==> config.mk <==
export PLATFORM = sky130hd
export DESIGN_NAME = ov7670_capture_flat
export DESIGN_NICKNAME = d
export VERILOG_FILES = /design/src/rtl/ov7670_capture_if.sv /design/src/rtl/ov7670_capture.sv /design/src/flat_wrapper.sv
export SDC_FILE = /design/constraint.sdc
export NUM_CORES = 1
export LEC_CHECK = 0
export ABC_CLOCK_PERIOD_IN_PS = 4600
export CAP_MARGIN = 20
export CORE_UTILIZATION = 30
export CTS_CLUSTER_SIZE = 14
export DETAILED_ROUTE_END_ITERATION = 10
export PLACE_DENSITY = 0.58
export SLEW_MARGIN = 20
export SYNTH_ARGS = -nofsm -noshare
export SYNTH_HDL_FRONTEND = slang
export SYNTH_SLANG_ARGS = --single-unit
==> constraint.sdc <==
create_clock -name pclk -period 4.6 [get_ports pclk]
set_input_delay 0.92 -clock pclk [delete_from_list [all_inputs] [get_ports pclk]]
set_output_delay 0.92 -clock pclk [all_outputs]
set_load 0.005 [all_outputs]
==> src/rtl/ov7670_capture_if.sv <==
// Camera DVP inputs and frame-buffer write port of ov7670_capture.
// The stats signals exist only when CAPTURE_STATS_EN is defined.
interface ov7670_capture_if #(
  parameter int unsigned ADDR_W = 20
`ifdef CAPTURE_STATS_EN
  , parameter int unsigned LINE_W = 10
`endif
);
  logic              cam_vsync;
  logic              cam_href;
  logic [7:0]        cam_data;
  logic              w_clk;
  logic              w_en;
  logic [ADDR_W-1:0] w_addr;
  logic [11:0]       w_data;
  logic              frame_done;
  logic              overflow;
`ifdef CAPTURE_STATS_EN
  logic [LINE_W-1:0] line_count;
  logic [15:0]       frame_count;

  modport slave (
    input  cam_vsync, cam_href, cam_data,
    output w_clk, w_en, w_addr, w_data, frame_done, overflow, line_count, frame_count
  );
  modport master (
    output cam_vsync, cam_href, cam_data,
    input  w_clk, w_en, w_addr, w_data, frame_done, overflow, line_count, frame_count
  );
`else
  modport slave (
    input  cam_vsync, cam_href, cam_data,
    output w_clk, w_en, w_addr, w_data, frame_done, overflow
  );
  modport master (
    output cam_vsync, cam_href, cam_data,
    input  w_clk, w_en, w_addr, w_data, frame_done, overflow
  );
`endif
endinterface

==> src/rtl/ov7670_capture.sv <==
// OV7670 RGB444 DVP capture: pairs bytes into 12-bit pixels and writes them linearly to the frame buffer.
// Optional per-frame line/frame counters are enabled with the CAPTURE_STATS_EN macro.
module ov7670_capture #(
  parameter int unsigned RESOLUTION_WIDTH  = 640,
  parameter int unsigned RESOLUTION_HEIGHT = 480,
  parameter int unsigned SKIP_FRAMES       = 2
) (
  input logic             pclk,
  input logic             rst,
  ov7670_capture_if.slave bus
);
  localparam int unsigned NPIX   = RESOLUTION_WIDTH * RESOLUTION_HEIGHT;
  localparam int unsigned ADDR_W = $clog2(NPIX) + 1;
  localparam int unsigned SKIP_W = $clog2(SKIP_FRAMES + 1) + 1;

  typedef enum logic [1:0] {WAIT_VS, SKIP, CAPTURE} state_e;

  state_e            state_q;
  logic              vs_q, vs_d_q, href_q;
  logic [7:0]        data_q;
  logic [SKIP_W-1:0] skip_cnt_q;
  logic              phase_q;
  logic [3:0]        red_q;
  logic [ADDR_W-1:0] next_addr_q;
  logic              w_en_q;
  logic [ADDR_W-1:0] w_addr_q;
  logic [11:0]       w_data_q;
  logic              frame_done_q;
  logic              overflow_q;

  logic vs_fall_c, vs_rise_c, skip_more_c;
  assign vs_fall_c   = vs_d_q & ~vs_q;
  assign vs_rise_c   = ~vs_d_q & vs_q;
  // Skip counter saturates at SKIP_FRAMES, so "not yet equal" means "still skipping".
  assign skip_more_c = (SKIP_FRAMES != 0) && (skip_cnt_q != SKIP_W'(SKIP_FRAMES));

  always_ff @(posedge pclk or posedge rst) begin
    if (rst) begin
      state_q      <= WAIT_VS;
      vs_q         <= 1'b0;
      vs_d_q       <= 1'b0;
      href_q       <= 1'b0;
      data_q       <= '0;
      skip_cnt_q   <= '0;
      phase_q      <= 1'b0;
      red_q        <= '0;
      next_addr_q  <= '0;
      w_en_q       <= 1'b0;
      w_addr_q     <= '0;
      w_data_q     <= '0;
      frame_done_q <= 1'b0;
      overflow_q   <= 1'b0;
    end else begin
      vs_q         <= bus.cam_vsync;
      vs_d_q       <= vs_q;
      href_q       <= bus.cam_href;
      data_q       <= bus.cam_data;
      w_en_q       <= 1'b0;
      frame_done_q <= 1'b0;
      case (state_q)
        WAIT_VS: begin
          phase_q <= 1'b0;
          if (vs_fall_c) begin
            next_addr_q <= '0;
            w_addr_q    <= '0;
            state_q     <= skip_more_c ? SKIP : CAPTURE;
          end
        end
        SKIP: begin
          if (vs_rise_c) begin
            if (skip_more_c) skip_cnt_q <= skip_cnt_q + SKIP_W'(1);
            state_q <= WAIT_VS;
          end
        end
        CAPTURE: begin
          // End of frame wins over a pending half pixel.
          if (vs_rise_c) begin
            frame_done_q <= 1'b1;
            phase_q      <= 1'b0;
            state_q      <= WAIT_VS;
          end else if (!href_q) begin
            phase_q <= 1'b0;
          end else if (!phase_q) begin
            red_q   <= data_q[3:0];
            phase_q <= 1'b1;
          end else begin
            phase_q <= 1'b0;
            if (next_addr_q == ADDR_W'(NPIX)) begin
              overflow_q <= 1'b1;
            end else begin
              w_en_q      <= 1'b1;
              w_addr_q    <= next_addr_q;
              w_data_q    <= {red_q, data_q};
              next_addr_q <= next_addr_q + ADDR_W'(1);
            end
          end
        end
        default: state_q <= WAIT_VS;
      endcase
    end
  end

  assign bus.w_clk      = pclk;
  assign bus.w_en       = w_en_q;
  assign bus.w_addr     = w_addr_q;
  assign bus.w_data     = w_data_q;
  assign bus.frame_done = frame_done_q;
  assign bus.overflow   = overflow_q;

`ifdef CAPTURE_STATS_EN
  localparam int unsigned LINE_W = $clog2(RESOLUTION_HEIGHT) + 1;

  logic              href_d_q;
  logic [LINE_W-1:0] lines_q;
  logic [LINE_W-1:0] line_count_q;
  logic [15:0]       frame_count_q;
  logic              href_fall_c;
  assign href_fall_c = href_d_q & ~href_q;

  // Lines are counted only while capturing and published together with frame_done.
  always_ff @(posedge pclk or posedge rst) begin
    if (rst) begin
      href_d_q      <= 1'b0;
      lines_q       <= '0;
      line_count_q  <= '0;
      frame_count_q <= '0;
    end else begin
      href_d_q <= href_q;
      if (state_q == CAPTURE) begin
        if (vs_rise_c) begin
          line_count_q  <= lines_q + LINE_W'(href_fall_c);
          lines_q       <= '0;
          frame_count_q <= frame_count_q + 16'd1;
        end else if (href_fall_c) begin
          lines_q <= lines_q + LINE_W'(1);
        end
      end else begin
        lines_q <= '0;
      end
    end
  end

  assign bus.line_count  = line_count_q;
  assign bus.frame_count = frame_count_q;
`endif
endmodule

==> src/flat_wrapper.sv <==
// flat-port wrapper written by rule: the top's interface ports become plain ports
module ov7670_capture_flat 
#(
  parameter int unsigned RESOLUTION_WIDTH  = 640,
  parameter int unsigned RESOLUTION_HEIGHT = 480,
  parameter int unsigned SKIP_FRAMES       = 2
)
  (pclk, rst, bus_cam_vsync, bus_cam_href, bus_cam_data, bus_w_clk, bus_w_en, bus_w_addr, bus_w_data, bus_frame_done, bus_overflow);
  ov7670_capture_if bus_i ();
  input logic pclk;
  input logic rst;
  input wire logic [$bits(bus_i.cam_vsync)-1:0] bus_cam_vsync;
  input wire logic [$bits(bus_i.cam_href)-1:0] bus_cam_href;
  input wire logic [$bits(bus_i.cam_data)-1:0] bus_cam_data;
  output wire logic [$bits(bus_i.w_clk)-1:0] bus_w_clk;
  output wire logic [$bits(bus_i.w_en)-1:0] bus_w_en;
  output wire logic [$bits(bus_i.w_addr)-1:0] bus_w_addr;
  output wire logic [$bits(bus_i.w_data)-1:0] bus_w_data;
  output wire logic [$bits(bus_i.frame_done)-1:0] bus_frame_done;
  output wire logic [$bits(bus_i.overflow)-1:0] bus_overflow;
  assign bus_i.cam_vsync = bus_cam_vsync;
  assign bus_i.cam_href = bus_cam_href;
  assign bus_i.cam_data = bus_cam_data;
  assign bus_w_clk = bus_i.w_clk;
  assign bus_w_en = bus_i.w_en;
  assign bus_w_addr = bus_i.w_addr;
  assign bus_w_data = bus_i.w_data;
  assign bus_frame_done = bus_i.frame_done;
  assign bus_overflow = bus_i.overflow;
  ov7670_capture #(.RESOLUTION_WIDTH(RESOLUTION_WIDTH), .RESOLUTION_HEIGHT(RESOLUTION_HEIGHT), .SKIP_FRAMES(SKIP_FRAMES)) u_core (.pclk(pclk), .rst(rst), .bus(bus_i));
endmodule
==> results of run 1 <==
==> state kept, by name, indices dropped and copies added, names as in the netlist <==
| name | cells |
|---|---|
| u_core.phase_q | 1 |
| u_core.state_q | 2 |
| u_core.bus.overflow | 1 |
| u_core.vs_d_q | 1 |
| u_core.bus.w_data | 12 |
| u_core.vs_q | 1 |
| u_core.data_q | 8 |
| u_core.href_q | 1 |
| u_core.skip_cnt_q | 3 |
| u_core.red_q | 4 |
| u_core.bus.frame_done | 1 |
| u_core.next_addr_q | 20 |
| u_core.bus.w_en | 1 |
| u_core.bus.w_addr | 20 |
==> metal layers <==
metal | share of wire, % | vias up | track usage (%)
li1 | - | 1222 | -
met1 | 47 | 1206 | 18.7
met2 | 45 | 85 | 20.7
met4 | 1.5 | 0 | 6.10
met3 | 6.4 | 10 | 4.03
met5 | 0 | - | 0
==> stage by stage <==
step | instances | total power (W) | hold WS, ns | cell area [µm²] | setup WS (ns)
CTS | 498 | 0.00190 | 0.442 | 4450 | 0.696
global route | 498 | 0.00197 | 0.459 | 4450 | 0.697
finish | 498 | 0.00187 | 0.442 | 4450 | 0.705
global placement | 479 | 0.00103 | 0.422 | 4070 | 0.966
floorplan | 302 | 0.000958 | 0.400 | 3490 | 1.27
detailed placement | 479 | 0.00104 | 0.428 | 4070 | 0.966
==> area by class of cell <==
class	count	area share [%]
multi-input cells	195	32.2
clock inverters	7	1.80
inverters	12	1.01
well taps	143	4.02
repair buffers	52	11.3
clock buffers	13	6.97
flip-flops and latches	76	42.7
==> cell families (layout without fill, tap and decap cells) <==
| kind of cell | Yosys count | after routing | share of synthesized area, % |
|---|---|---|---|
| AOI/OAI and AO/OA | 65 | 65 | 15.0 |
| xor gates and xnor gates | 1 | 1 | 0.251 |
| adders and majority gates | 7 | 7 | 2.51 |
| buffers and inverters | 31 | 84 | 4.48 |
| DFF | 76 | 76 | 54.5 |
| muxes | 21 | 21 | 6.78 |
| and+or+nand+nor | 101 | 101 | 16.4 |
==> critical path, cell delays in order <==
cell	delay, ns
clkbuf_16	0.12
clkbuf_16	0.13
clkdlybuf4s50_1	0.43
==> where the power goes <==
part           internal (W)  total [W]  switching [W]
Sequential         0.000710   0.000735      0.0000253
Combinational      0.000102   0.000270       0.000168
Clock              0.000553   0.000869       0.000316
Total               0.00136    0.00187       0.000510
==> placed cells by master, fill, tap and decap left out, types with 4 or more instances in the layout <==
cell,instances
mux2_2,8
inv_1,11
o211ai_1,6
inv_6,4
nor3_1,8
a22o_1,16
ha_1,7
clkdlybuf4s50_1,47
mux2_1,10
nand4b_1,6
nor4_1,4
nor2_1,12
buf_4,6
nand3_1,11
o21ai_0,4
a21oi_1,5
dfrtp_1,76
clkbuf_16,12
nand4_1,4
nand2_1,32
==> worst paths after layout <==
kind / start / end / slack, ns / cells past startpoint
max in group asynchronous: rst / u_core.next_addr_q[8]$_DFFE_PP0P_ / 2.84 / 3
worst max register to register: u_core.next_addr_q[3]$_DFFE_PP0P_ / u_core.next_addr_q[17]$_DFFE_PP0P_ / 2.37 / 5
worst max-delay path: pclk / bus_w_clk / 0.70 / 3
min in group asynchronous: rst / u_core.bus.w_addr[2]$_DFFE_PP0P_ / 0.98 / 2
worst min register to register: u_core.vs_q$_DFF_PP0_ / u_core.vs_d_q$_DFF_PP0_ / 0.44 / 0
worst min-delay path: u_core.vs_q$_DFF_PP0_ / u_core.vs_d_q$_DFF_PP0_ / 0.44 / 0
==> results by group, run 1 <==
Status
  – Status: completed

Clock tree
  – Post-cts hold buffer count: 0
  – Clk Latency, worst-skew pair: 0.44 ns
  – CTS tree: done
  – Cts repair resizes: 0
  – Worst-path clk slew: 0.06 ns
  – Post-CTS setup buffers: 0

Layout
  – # diodes: 0
  – Fill cells: 1107
  – Area delta synth->final: 27.7%
  – Final Core Density: 39.2%
  – Multi-input combinational cell area: 1430 µm²
  – Flip-flop and latch area: 1900 µm²
  – Share of layout cells above drive strength 1: 13.5%
  – Nets: 369

Logic synthesis
  – Yosys cell types: 62
  – Top cells by count, synth: dfrtp_1, nand2_1, a22o_1
  – Most common cell in the netlist: dfrtp_1
  – Synth warn: 0
  – Cell taking the most area after synthesis: dfrtp_1
  – Mapped Area: 3490 µm²
  – FFs w/ async S/R, synth: 100%
  – Part of the Yosys area used for sequential elements: 54.5%
  – Avg Synthesized Cell Area: 11.5 µm²
  – Cells after Synth: 302
  – Syn_nets: 321
  – Post-synth top area share: 54.5%
  – Main synth FF type: dfrtp_1
  – Ranking of synthesized cells by area: dfrtp_1, a22o_1, nand2_1, mux2_1, mux2_2
  – #FFs+latches synth: 76
  – Post-synth EDFFs: 0

STA
  – Final setup fails: 0
  – Fin. Hold Viols: 0
  – Setup_tns: 0 ns
  – RSZ-0062 raised after global routing: no
  – Actual slew at the worst max-slew pin: 0.871 ns
  – Clk_skew: 0.00911 ns
  – Fin. max-slew vios: 0
  – Slew headroom: 41.8%

Die
  – Io pins: 48
  – Starting Density: 30.7%
  – Die span in y: 110 µm
  – Die Wd: 110 µm
  – FP Rows: 39
  – Core Region: 11400 µm²
  – Die area: 12100 µm²

Critical path
  – CP Capture Type: output port
  – WP data required: 3.68 ns
  – WP data arrival: 2.98 ns
  – Worst Path Class, Setup: clock port to output port
  – CP Max Fanout: 2
  – Critical path startpoint category: clock port

Drt
  – DRT antenna net count: 0
  – DRT iter0 DRCs: 85
  – Remaining DRCs: 0
  – DR WL/cell: 15.1 µm
  – Vias post-DR: 2523
  – Total wire length: 7540 µm
  – TritonRoute pass-1 iters: 4
  – Via density: 5.07

Pwr
  – Leakage: 1.93 nW
  – Pwr/cell area: 421 nW/µm²
  – Maximum vdd drop: 244 µV

GRT
  – Pin count of the biggest net entering global routing: 44
  – Number of global-route vias before repair: 2554
  – First-pass GRT wire length: 12700 µm
  – Gr usage total: 13.9%
  – Overflow after GRT: 0
  – Initial antenna violation count: 0

Place
  – Port bufs: 47
  – Placer Congestion: 0.782
  – Post-DP HPWL: 5120 µm

Run
  – Max-cap violations: 0

Worst hold path
  – Worst hold path type: flip-flop to flip-flop
(Power assumes the default switching activity.)
==> inputs of run 2 (changes only) <==
- ABC_CLOCK_PERIOD_IN_PS: 4600 -> 3210
- PLACE_DENSITY: 0.58 -> 0.6
- clock period: 4.6 -> 3.21 ns (I/O delays scaled with it)
==> results by group, run 2 (synthesized netlist as in run 1, its figures left out) <==
Place
  – Post-place instance area: 4090 µm² (+0.49%)
  – Worst slack, placed: 0.549 ns (-0.417 ns)
  – Post-DP HPWL: 5020 µm (-1.9%)
  – Placer Congestion: 0.772 (-1.3%)
  – Port bufs: 47 (unchanged)

GRT
  – Pin count of the biggest net entering global routing: 51 (+16%)
  – Number of global-route vias before repair: 2581 (+1.1%)
  – Initial antenna violation count: 0 (unchanged)
  – First-pass GRT wire length: 13000 µm (+2.4%)
  – Gr usage total: 14.4% (+0.46 points)
  – Overflow after GRT: 0 (unchanged)

STA
  – Fin. max-slew vios: 0 (unchanged)
  – Fin. Hold Viols: 0 (unchanged)
  – Final WS setup: 0.288 ns (-0.417 ns)
  – RSZ-0062 raised after global routing: no
  – Clk_skew: 0.00838 ns (-0.000736 ns)
  – Final setup fails: 0 (unchanged)
  – Actual slew at the worst max-slew pin: 0.555 ns (-0.316 ns)
  – Slew headroom: 62.9% (+21 points)
  – Setup_tns: 0 ns (unchanged)

Pwr
  – Leakage: 1.94 nW (+0.56%)
  – Maximum vdd drop: 644 µV (+160%)
  – Total chip power: 0.00264 W (+41%)
  – Pwr/cell area: 591 nW/µm² (+41%)

Drt
  – DRT antenna net count: 0 (unchanged)
  – Vias post-DR: 2560 (+1.5%)
  – Via density: 5.13 (+1.3%)
  – DRT iter0 DRCs: 134 (+58%)
  – DR WL/cell: 15.3 µm (+0.98%)
  – TritonRoute pass-1 iters: 4 (unchanged)
  – Total wire length: 7630 µm (+1.2%)
  – Remaining DRCs: 0 (unchanged)

Clock tree
  – CTS tree: done
  – Post-cts hold buffer count: 0 (unchanged)
  – Clk Latency, worst-skew pair: 0.44 ns (about the same)
  – Post-CTS setup buffers: 0 (unchanged)
  – Cts repair resizes: 0 (unchanged)
  – Worst-path clk slew: 0.07 ns (about the same)

Die
  – Die Wd: 110 µm (unchanged)
  – Die area: 12100 µm² (unchanged)
  – Die span in y: 110 µm (unchanged)
  – FP Rows: 39 (unchanged)
  – Starting Density: 30.7% (unchanged)
  – Io pins: 48 (unchanged)
  – Core Region: 11400 µm² (unchanged)

Layout
  – Nets: 370 (+0.27%)
  – Area delta synth->final: 27.9%
  – Most common cell after layout, fill and taps aside: dfrtp_1
  – Fill cells: 1115 (+0.72%)
  – # diodes: 0 (unchanged)
  – Final Core Density: 39.2% (+0.055 points)
  – Fin area: 4460 µm² (+0.14%)
  – Most frequent cells in the layout: dfrtp_1, clkdlybuf4s50_1, nand2_1
  – Share of layout cells above drive strength 1: 13.8% (+0.24 points)

Worst hold path
  – Hold path start: u_core.vs_q$_DFF_PP0_
  – Hold-critical path depth: 0 (unchanged)
  – Worst hold path type: flip-flop to flip-flop

Critical path
  – Worst Setup SP: pclk
  – CP Capture Type: output port
  – R2r startpoint: u_core.next_addr_q[0]$_DFFE_PP0P_
  – CP Max Fanout: 2 (unchanged)
  – Critical path startpoint category: clock port
  – WP data required: 2.57 ns (-1.11 ns)
  – Worst Path Class, Setup: clock port to output port
  – R2R depth: 7 (+2)
  – WP data arrival: 2.28 ns (-0.70 ns)

Run
  – Max-cap violations: 0 (unchanged)

Status
  – Status: completed
[run 2: layer usage]
| layer | GRT usage (%) | share of wire [%] | up-vias |
|---|---|---|---|
| li1 | - | - | 1228 |
| met1 | 18.8 | 47 | 1250 |
| met2 | 21.3 | 46 | 69 |
| met3 | 4.51 | 5.1 | 13 |
| met4 | 7.33 | 1.9 | 0 |
| met5 | 0 | 0 | - |
[run 2: critical path: stages]
cell and delay [ns]:
clkbuf_16 0.12, clkbuf_16 0.13, clkdlybuf4s50_1 0.43
[run 2: final timing paths]
check | to | slack (ns)
setup / recovery | bus_w_clk | 0.29
hold / removal | u_core.vs_d_q$_DFF_PP0_ | 0.44
setup reg to reg | u_core.bus.w_data[9]$_DFFE_PP0P_ | 1.06
hold reg to reg | u_core.vs_d_q$_DFF_PP0_ | 0.44
max in group asynchronous | u_core.bus.w_addr[17]$_DFFE_PP0P_ | 1.98
min in group asynchronous | u_core.bus.w_data[5]$_DFFE_PP0P_ | 0.57
[run 2: per-stage QoR]
| stage | hold WS (ns) | cells |
|---|---|---|
| floorplan | 0.400 | 302 |
| global placement | 0.420 | 480 |
| detailed placement | 0.428 | 480 |
| CTS | 0.446 | 499 |
| global route | 0.478 | 499 |
| finish | 0.439 | 499 |
[run 2: layout make-up]
class,instances,area (µm²),area share [%]
tap,143,179,4.01
clock buffer,13,310,6.96
timing repair buffer,53,526,11.8
inverter,12,45.0,1.01
multi-input combinational,195,1430,32.1
sequential,76,1900,42.6
clock inverter,7,66.3,1.49
[run 2: report_power, final]
group | total [W] | leakage, nW | internal, W | switching [W]
clock network | 0.00119 | 0.186 | 0.000725 | 0.000466
registers | 0.00105 | 1.03 | 0.00102 | 0.0000353
logic | 0.000396 | 0.724 | 0.000150 | 0.000246
total | 0.00264 | 1.94 | 0.00189 | 0.000747
==> inputs of run 3 (changes only) <==
- SKIP_LAST_GASP: default -> 1
==> results of run 3 <==
The final DEF is identical to that of run 2; final timing and power are the same.
